==> src/rtl/ewb_multi_if.sv <==
// Bus bundle for the multi-entry eviction write buffer: the L2-side request
// channel and the memory-side request channel. The buffer uses the slave
// view; the L2 cache / memory model side uses the master view.
interface ewb_multi_if #(
  parameter int LINE_W = 256,
  parameter int ADDR_W = 32
);
  logic              ewb_read_i;
  logic              ewb_write_i;
  logic [ADDR_W-1:0] ewb_addr_i;
  logic [LINE_W-1:0] ewb_wdata_i;
  logic [LINE_W-1:0] ewb_rdata_o;
  logic              ewb_resp_o;
  logic              mem_read_o;
  logic              mem_write_o;
  logic [ADDR_W-1:0] mem_addr_o;
  logic [LINE_W-1:0] mem_wdata_o;
  logic [LINE_W-1:0] mem_rdata_i;
  logic              mem_resp_i;

  modport slave (
    input  ewb_read_i, ewb_write_i, ewb_addr_i, ewb_wdata_i,
    input  mem_rdata_i, mem_resp_i,
    output ewb_rdata_o, ewb_resp_o,
    output mem_read_o, mem_write_o, mem_addr_o, mem_wdata_o
  );

  modport master (
    output ewb_read_i, ewb_write_i, ewb_addr_i, ewb_wdata_i,
    output mem_rdata_i, mem_resp_i,
    input  ewb_rdata_o, ewb_resp_o,
    input  mem_read_o, mem_write_o, mem_addr_o, mem_wdata_o
  );
endinterface

==> src/rtl/ewb_multi.sv <==
// Multi-entry eviction write buffer. Dirty lines evicted from L2 are queued
// in a circular FIFO and written to memory in arrival order. Reads hit any
// buffered entry in one cycle, writes to a buffered address coalesce in
// place, and read misses go to memory ahead of any pending drain.
module ewb_multi #(
  parameter int DEPTH        = 4,
  parameter int LINE_W       = 256,
  parameter int ADDR_W       = 32,
  parameter int DRAIN_THRESH = 1,
  localparam int PTR_W       = $clog2(DEPTH),
  localparam int CNT_W       = $clog2(DEPTH + 1)
) (
  input  logic             clk,
  input  logic             rst,
  ewb_multi_if.slave       bus,
  output logic [CNT_W-1:0] count_o,
  output logic             full_o,
  output logic             empty_o
);

  localparam logic [1:0] S_IDLE      = 2'd0;
  localparam logic [1:0] S_DRAIN     = 2'd1;
  localparam logic [1:0] S_READ_MISS = 2'd2;

  logic [1:0]        r_state;
  logic [DEPTH-1:0]  r_valid;
  logic [ADDR_W-1:0] r_addr [DEPTH];
  logic [LINE_W-1:0] r_data [DEPTH];
  logic [PTR_W-1:0]  r_head;
  logic [PTR_W-1:0]  r_tail;
  logic [CNT_W-1:0]  r_count;
  logic [ADDR_W-1:0] r_miss_addr;

  logic              w_hit;
  logic [PTR_W-1:0]  w_hit_idx;
  logic              w_in_drain;
  logic              w_in_miss;
  logic              w_full;
  logic              w_head_block;
  logic              w_wr_merge;
  logic              w_wr_alloc;
  logic              w_rd_hit;
  logic              w_rd_fill;
  logic              w_rd_miss_idle;
  logic              w_pop;

  // Associative lookup of the request address; coalescing keeps hits unique.
  always_comb begin
    w_hit     = 1'b0;
    w_hit_idx = '0;
    for (int i = 0; i < DEPTH; i++) begin
      if (r_valid[i] && (r_addr[i] == bus.ewb_addr_i)) begin
        w_hit     = 1'b1;
        w_hit_idx = PTR_W'(i);
      end
    end
  end

  // Request decode: the head entry is frozen while it is on the memory bus.
  always_comb begin
    w_in_drain     = (r_state == S_DRAIN);
    w_in_miss      = (r_state == S_READ_MISS);
    w_full         = (r_count == CNT_W'(DEPTH));
    w_head_block   = w_in_drain && w_hit && (w_hit_idx == r_head);
    w_wr_merge     = bus.ewb_write_i && w_hit && !w_head_block;
    w_wr_alloc     = bus.ewb_write_i && !w_hit && !w_full;
    w_rd_hit       = bus.ewb_read_i && w_hit;
    w_rd_fill      = bus.ewb_read_i && w_in_miss && bus.mem_resp_i;
    w_rd_miss_idle = bus.ewb_read_i && !w_hit && (r_state == S_IDLE);
    w_pop          = w_in_drain && bus.mem_resp_i;
  end

  // Outputs; reset silences every request and response in the same cycle.
  always_comb begin
    bus.ewb_resp_o  = !rst && (w_wr_merge || w_wr_alloc || w_rd_hit || w_rd_fill);
    bus.ewb_rdata_o = '0;
    if (!rst && w_rd_hit)
      bus.ewb_rdata_o = r_data[w_hit_idx];
    else if (!rst && w_rd_fill)
      bus.ewb_rdata_o = bus.mem_rdata_i;
    bus.mem_read_o  = !rst && w_in_miss;
    bus.mem_write_o = !rst && w_in_drain;
    bus.mem_addr_o  = '0;
    bus.mem_wdata_o = '0;
    if (!rst && w_in_miss) begin
      bus.mem_addr_o = r_miss_addr;
    end else if (!rst && w_in_drain) begin
      bus.mem_addr_o  = r_addr[r_head];
      bus.mem_wdata_o = r_data[r_head];
    end
    count_o = rst ? '0 : r_count;
    full_o  = !rst && w_full;
    empty_o = rst || (r_count == '0);
  end

  // Control state: FIFO pointers, valid bits, occupancy and arbitration FSM.
  always_ff @(posedge clk) begin
    if (rst) begin
      r_state <= S_IDLE;
      r_valid <= '0;
      r_head  <= '0;
      r_tail  <= '0;
      r_count <= '0;
    end else begin
      if (w_wr_alloc) begin
        r_valid[r_tail] <= 1'b1;
        r_tail          <= r_tail + 1'b1;
      end
      if (w_pop) begin
        r_valid[r_head] <= 1'b0;
        r_head          <= r_head + 1'b1;
      end
      r_count <= r_count + CNT_W'(w_wr_alloc) - CNT_W'(w_pop);
      case (r_state)
        S_IDLE: begin
          if (w_rd_miss_idle)
            r_state <= S_READ_MISS;
          else if (r_count >= CNT_W'(DRAIN_THRESH))
            r_state <= S_DRAIN;
        end
        S_DRAIN:     if (bus.mem_resp_i) r_state <= S_IDLE;
        S_READ_MISS: if (bus.mem_resp_i) r_state <= S_IDLE;
        default:     r_state <= S_IDLE;
      endcase
    end
  end

  // Line storage and latched miss address; validity is tracked separately.
  always_ff @(posedge clk) begin
    if (w_wr_alloc) begin
      r_addr[r_tail] <= bus.ewb_addr_i;
      r_data[r_tail] <= bus.ewb_wdata_i;
    end else if (w_wr_merge) begin
      r_data[w_hit_idx] <= bus.ewb_wdata_i;
    end
    if (w_rd_miss_idle)
      r_miss_addr <= bus.ewb_addr_i;
  end

endmodule

==> src/flat_wrapper.sv <==
// flat-port wrapper written by rule: the top's interface ports become plain ports
module ewb_multi_flat 
#(
  parameter int DEPTH        = 4,
  parameter int LINE_W       = 256,
  parameter int ADDR_W       = 32,
  parameter int DRAIN_THRESH = 1,
  localparam int PTR_W       = $clog2(DEPTH),
  localparam int CNT_W       = $clog2(DEPTH + 1)
)
  (clk, rst, count_o, full_o, empty_o, bus_ewb_read_i, bus_ewb_write_i, bus_ewb_addr_i, bus_ewb_wdata_i, bus_mem_rdata_i, bus_mem_resp_i, bus_ewb_rdata_o, bus_ewb_resp_o, bus_mem_read_o, bus_mem_write_o, bus_mem_addr_o, bus_mem_wdata_o);
  ewb_multi_if #(.LINE_W(LINE_W), .ADDR_W(ADDR_W)) bus_i ();
  input  logic clk;
  input  logic rst;
  output logic [CNT_W-1:0] count_o;
  output logic full_o;
  output logic empty_o;
  input wire logic [$bits(bus_i.ewb_read_i)-1:0] bus_ewb_read_i;
  input wire logic [$bits(bus_i.ewb_write_i)-1:0] bus_ewb_write_i;
  input wire logic [$bits(bus_i.ewb_addr_i)-1:0] bus_ewb_addr_i;
  input wire logic [$bits(bus_i.ewb_wdata_i)-1:0] bus_ewb_wdata_i;
  input wire logic [$bits(bus_i.mem_rdata_i)-1:0] bus_mem_rdata_i;
  input wire logic [$bits(bus_i.mem_resp_i)-1:0] bus_mem_resp_i;
  output wire logic [$bits(bus_i.ewb_rdata_o)-1:0] bus_ewb_rdata_o;
  output wire logic [$bits(bus_i.ewb_resp_o)-1:0] bus_ewb_resp_o;
  output wire logic [$bits(bus_i.mem_read_o)-1:0] bus_mem_read_o;
  output wire logic [$bits(bus_i.mem_write_o)-1:0] bus_mem_write_o;
  output wire logic [$bits(bus_i.mem_addr_o)-1:0] bus_mem_addr_o;
  output wire logic [$bits(bus_i.mem_wdata_o)-1:0] bus_mem_wdata_o;
  assign bus_i.ewb_read_i = bus_ewb_read_i;
  assign bus_i.ewb_write_i = bus_ewb_write_i;
  assign bus_i.ewb_addr_i = bus_ewb_addr_i;
  assign bus_i.ewb_wdata_i = bus_ewb_wdata_i;
  assign bus_i.mem_rdata_i = bus_mem_rdata_i;
  assign bus_i.mem_resp_i = bus_mem_resp_i;
  assign bus_ewb_rdata_o = bus_i.ewb_rdata_o;
  assign bus_ewb_resp_o = bus_i.ewb_resp_o;
  assign bus_mem_read_o = bus_i.mem_read_o;
  assign bus_mem_write_o = bus_i.mem_write_o;
  assign bus_mem_addr_o = bus_i.mem_addr_o;
  assign bus_mem_wdata_o = bus_i.mem_wdata_o;
  ewb_multi #(.DEPTH(DEPTH), .LINE_W(LINE_W), .ADDR_W(ADDR_W), .DRAIN_THRESH(DRAIN_THRESH)) u_core (.clk(clk), .rst(rst), .bus(bus_i), .count_o(count_o), .full_o(full_o), .empty_o(empty_o));
endmodule
==> config.mk <==
export PLATFORM = sky130hd
export DESIGN_NAME = ewb_multi_flat
export DESIGN_NICKNAME = d
export VERILOG_FILES = /design/src/rtl/ewb_multi_if.sv /design/src/rtl/ewb_multi.sv /design/src/flat_wrapper.sv
export SDC_FILE = /design/constraint.sdc
export NUM_CORES = 2
export LEC_CHECK = 0
export BUFFER_PORTS_ARGS = -buffer_cell sky130_fd_sc_hd__clkbuf_2
export CAP_MARGIN = 10
export CORE_AREA = 2 2 423 425
export CTS_BUF_LIST = sky130_fd_sc_hd__clkbuf_8
export DETAILED_ROUTE_END_ITERATION = 8
export DIE_AREA = 0 0 425 427
export GPL_TIMING_DRIVEN = 0
export PLACE_DENSITY = 0.6
export SETUP_SLACK_MARGIN = 0.15
export SLEW_MARGIN = 20
export SYNTH_ARGS = -nofsm -noshare
export SYNTH_HDL_FRONTEND = slang
export SYNTH_SLANG_ARGS = --single-unit
==> constraint.sdc <==
create_clock -name clk -period 27.5 [get_ports clk]
set_clock_uncertainty 0.05 [all_clocks]
set_input_delay 2.75 -clock clk [delete_from_list [all_inputs] [get_ports clk]]
set_output_delay 2.75 -clock clk [all_outputs]
set_load 0.1 [all_outputs]
==> metrics.log <==
INFO  metric outcome = completed
INFO  metric critical_path.endpoint_type = output port
INFO  metric setup_violations = 0
INFO  metric instances_no_fill = between 7,000 and 8,000
INFO  metric tightestPinTransition = between 1 and 1.5 ns
INFO  metric syn2layout_area_growth = 23.68%
INFO  metric htree_levels = 4
INFO  metric maximum_capacitance_violations = 0
INFO  metric boundaryPins = roughly 1,100
INFO  metric finalMaxSlewViolations = 0
INFO  metric ys_dominant_reg_cell = edfxtp_1
INFO  metric globalRouteMet1Util = between 20 and 30%
INFO  metric viasPerCell = between 5 and 6
INFO  metric synth_async_sr_flop_share = 0%
INFO  metric antenna_violating_nets_post_route = 0
INFO  metric drt_drc_violations_left = 0
INFO  metric fin_crit_sh = between 30% and 40%
INFO  metric synth_area_per_cell = around 16 um^2
INFO  metric number_of_antenna_violations_at_the_first_check_in_global_routing = 73
INFO  metric r2r_setup_slack = around 22 ns
INFO  metric die-height = between 400 and 500 um
INFO  metric grt-busiest-layer = met2
INFO  metric die_area = about 0.18 mm^2
INFO  metric total_leakage_power = approximately 30 nW
INFO  metric highest_net_fanout_along_the_worst_path = 10
INFO  metric worstReg2RegEnd = u_core.r_data[3][88]
INFO  metric path_class = in2out
INFO  metric max_freq = between 0.1 and 0.15 GHz
INFO  metric powerDensity = between 60 and 70 mW/mm^2
INFO  metric setup_tns_final = 0 ns
INFO  metric clock-root-buffer = clkbuf_8
INFO  metric via_count_of_the_first_global_routing_pass = 42,970
INFO  metric final_wl = around 230,000 um
INFO  metric wire_per_inst = between 20 and 30 um
INFO  metric syn_nets = 4,479
INFO  metric drt_pass1_iterations = 6
INFO  metric worstReg2RegStart = u_core.r_addr[1][21]
INFO  metric syn_std_cell_area = between 0.06 and 0.07 mm^2
INFO  metric worst_skew_pair.late_latency = 1.00 ns
INFO  metric synth-edff-count = approximately 1,200
INFO  metric tritoncts = built
INFO  metric min_delay_path_depth = 2
INFO  metric gpl.final_weighted_congestion = 0.9465
INFO  metric dp.cells = between 7,000 and 8,000
INFO  metric die_x = between 400 and 500 um
INFO  metric irDropWorstVdd = ~0.052 mV
INFO  metric starting_density_of_the_core = a little over a third
INFO  metric worst_hold_startpoint = u_core.r_state[1]
INFO  metric yosysWarnings = 0
INFO  metric relSlewSlack = about a quarter
INFO  metric placementRows = 155
INFO  metric finalCriticalPeriod = between 9 and 10 ns
INFO  metric post_cts_hold_buffer_count = 0
INFO  metric io_buffers = 1,100
INFO  metric most-common-layout-cells = edfxtp_1, clkbuf_2, o211ai_2, inv_1, mux4_2
INFO  metric detailedRoute.firstIterationViolations = around 3,200
INFO  metric share_of_post_route_cells_with_drive_strength_above_1 = between 40% and 50%
INFO  metric cts_buffers = 205
INFO  metric path_clk_slew = 0.07 ns
INFO  metric groute.layer.met2.usage = roughly two fifths
INFO  metric unrepaired_setup_endpoints_after_global_routing = no
INFO  metric largest_net_degree_at_the_start_of_global_routing = 29
INFO  metric finish.net_count = between 5,000 and 6,000
INFO  metric hold_path_end = u_core.r_state[1]
INFO  metric overflow = 0
INFO  metric cts_repair_resize_count = 0
INFO  metric post_syn_instances = ~4,000
INFO  metric floorplan.core_area = ~0.18 mm^2
INFO  metric hold-worst-slack = roughly 0.46 ns
INFO  metric clockBufferDepth = 3
INFO  metric ff2ff_path_depth = 19
INFO  metric critical_path_arrival = 7.14 ns
INFO  metric report.final.hold_viol_count = 0
INFO  metric seq_total_area_yosys = between 50% and 60%
INFO  metric via_count = approximately 42,000
INFO  metric min_path_type = reg2reg
INFO  metric first_pass_grt_wire_length = 319,600 um
INFO  metric cts.repair_timing.setup_buffer_count = 0
INFO  metric gr-usage-all-layers = 24.83%
INFO  metric post-route-util = 43.14%
INFO  metric post_synthesis_register_bit_count = approximately 1,200
INFO  metric most_common_cell_after_layout_fill_and_taps_aside = edfxtp_1
INFO  metric number_of_sinks_driven_by_the_clock_tree = roughly 1,200
INFO  metric cp.required = 24.70 ns
INFO  metric detailedPlacementHpwl = ~180,000 um
INFO  metric synthDistinctLibCells = between 50 and 60
INFO  metric met3_usage = 6.521%
INFO  metric startpoint_type = input pin
## per-stage QoR
step | instance area (um^2) | setup slack [ns] | power [W]
finish | 76480 | 17.56 | 0.004861
CTS | 76360 | 17.57 | 0.004896
global placement | 70290 | -16.91 | 0.003422
floorplan | 61830 | 3.708 | 0.003033
global route | 76450 | 17.42 | 0.005022
detailed placement | 72400 | 17.58 | 0.003304
## cells in the mapped netlist (all sizes together) (6+ instances only)
library cell  number  share of area, %
a21oi              6             0.049
nand4b             7             0.099
xor2             119               1.7
nand2b           259               2.6
dfxtp             15              0.49
nand3             13              0.11
nor2              15             0.095
nand4             11              0.12
clkbuf           110              0.72
edfxtp          1184                57
nor3               6             0.049
mux2             256               5.9
o211ai           512                10
nand2            266               1.6
xnor2             12              0.17
buf              164               2.0
o21ai              7             0.057
ha                13              0.26
mux4             288                10
and2             258               2.6
nor4              53              0.55
a22o              32              0.45
inv              267               1.6
## worst max-delay path, cell delays in order
cell	delay, ns
clkbuf_2	0.20
xnor2_1	0.59
nand4_1	0.25
or4_4	0.62
nor2_2	0.64
buf_2	0.69
clkbuf_1	0.54
nand2_1	0.14
o211ai_2	0.13
clkbuf_2	0.53
## cells by family (layout without fill, tap and decap cells)
group / after synthesis / after routing / share of synthesized area [%]
compound gates: 573 / 573 / 10.90
xor+xnor: 131 / 131 / 1.856
buf+inv: 541 / 2104 / 4.355
flops: 1199 / 1199 / 57.98
other cells: 0 / 45 / 0
fa+ha+maj: 14 / 14 / 0.2954
simple gates: 913 / 913 / 8.175
mux: 545 / 545 / 16.43
## report_power, final
group / internal, W / switching (W)
logic: 0.000342 / 0.000697
registers: 0.00217 / 0.0000578
clock network: 0.000820 / 0.000774
## metal layers
layer / share of wire, % / wire (um) / vias up
met4: 5.4 / 12600 / 38
met3: 8.0 / 18550 / 484
met5: 0.097 / 225 / -
li1: - / - / 17990
met2: 50 / 115600 / 1942
met1: 37 / 85710 / 21320
## registers in the layout, summed over array words and instances (netlist names), named ones only
| name | cells |
|---|---|
| u_core.r_valid | 4 |
| u_core.r_miss_addr | 32 |
| u_core.r_tail | 2 |
| u_core.r_head | 2 |
| u_core.r_data | 1024 |
| u_core.r_state | 2 |
| u_core.r_count | 3 |
| u_core.r_addr | 128 |
## how the worst max path moves through the flow
stage                            start                   end  slack, ns  cells past startpoint
global route        bus_ewb_addr_i[20]  bus_ewb_rdata_o[151]      17.42                     11
CTS                 bus_ewb_addr_i[18]  bus_ewb_rdata_o[119]      17.57                     11
floorplan            bus_ewb_addr_i[5]   u_core.r_data[1][0]       3.71                      8
finish              bus_ewb_addr_i[23]  bus_ewb_rdata_o[151]      17.56                     10
global placement    bus_ewb_addr_i[18]  u_core.r_data[3][82]     -16.91                      8
detailed placement  bus_ewb_addr_i[20]  bus_ewb_rdata_o[119]      17.58                     11
## final cells by class
class                           instances  area [um^2]
Tap cell                             2355         2947
Multi-Input combinational cell       2176        23360
Fill cell                           16220       100800
Timing Repair Buffer                 1191         7527
Buffer                                274         1718
Clock buffer                          211         2904
Antenna cell                           45        112.6
Inverter                              267         1002
Sequential cell                      1199        35850
Clock inverter                        161         1054
(Power assumes the default switching activity.)
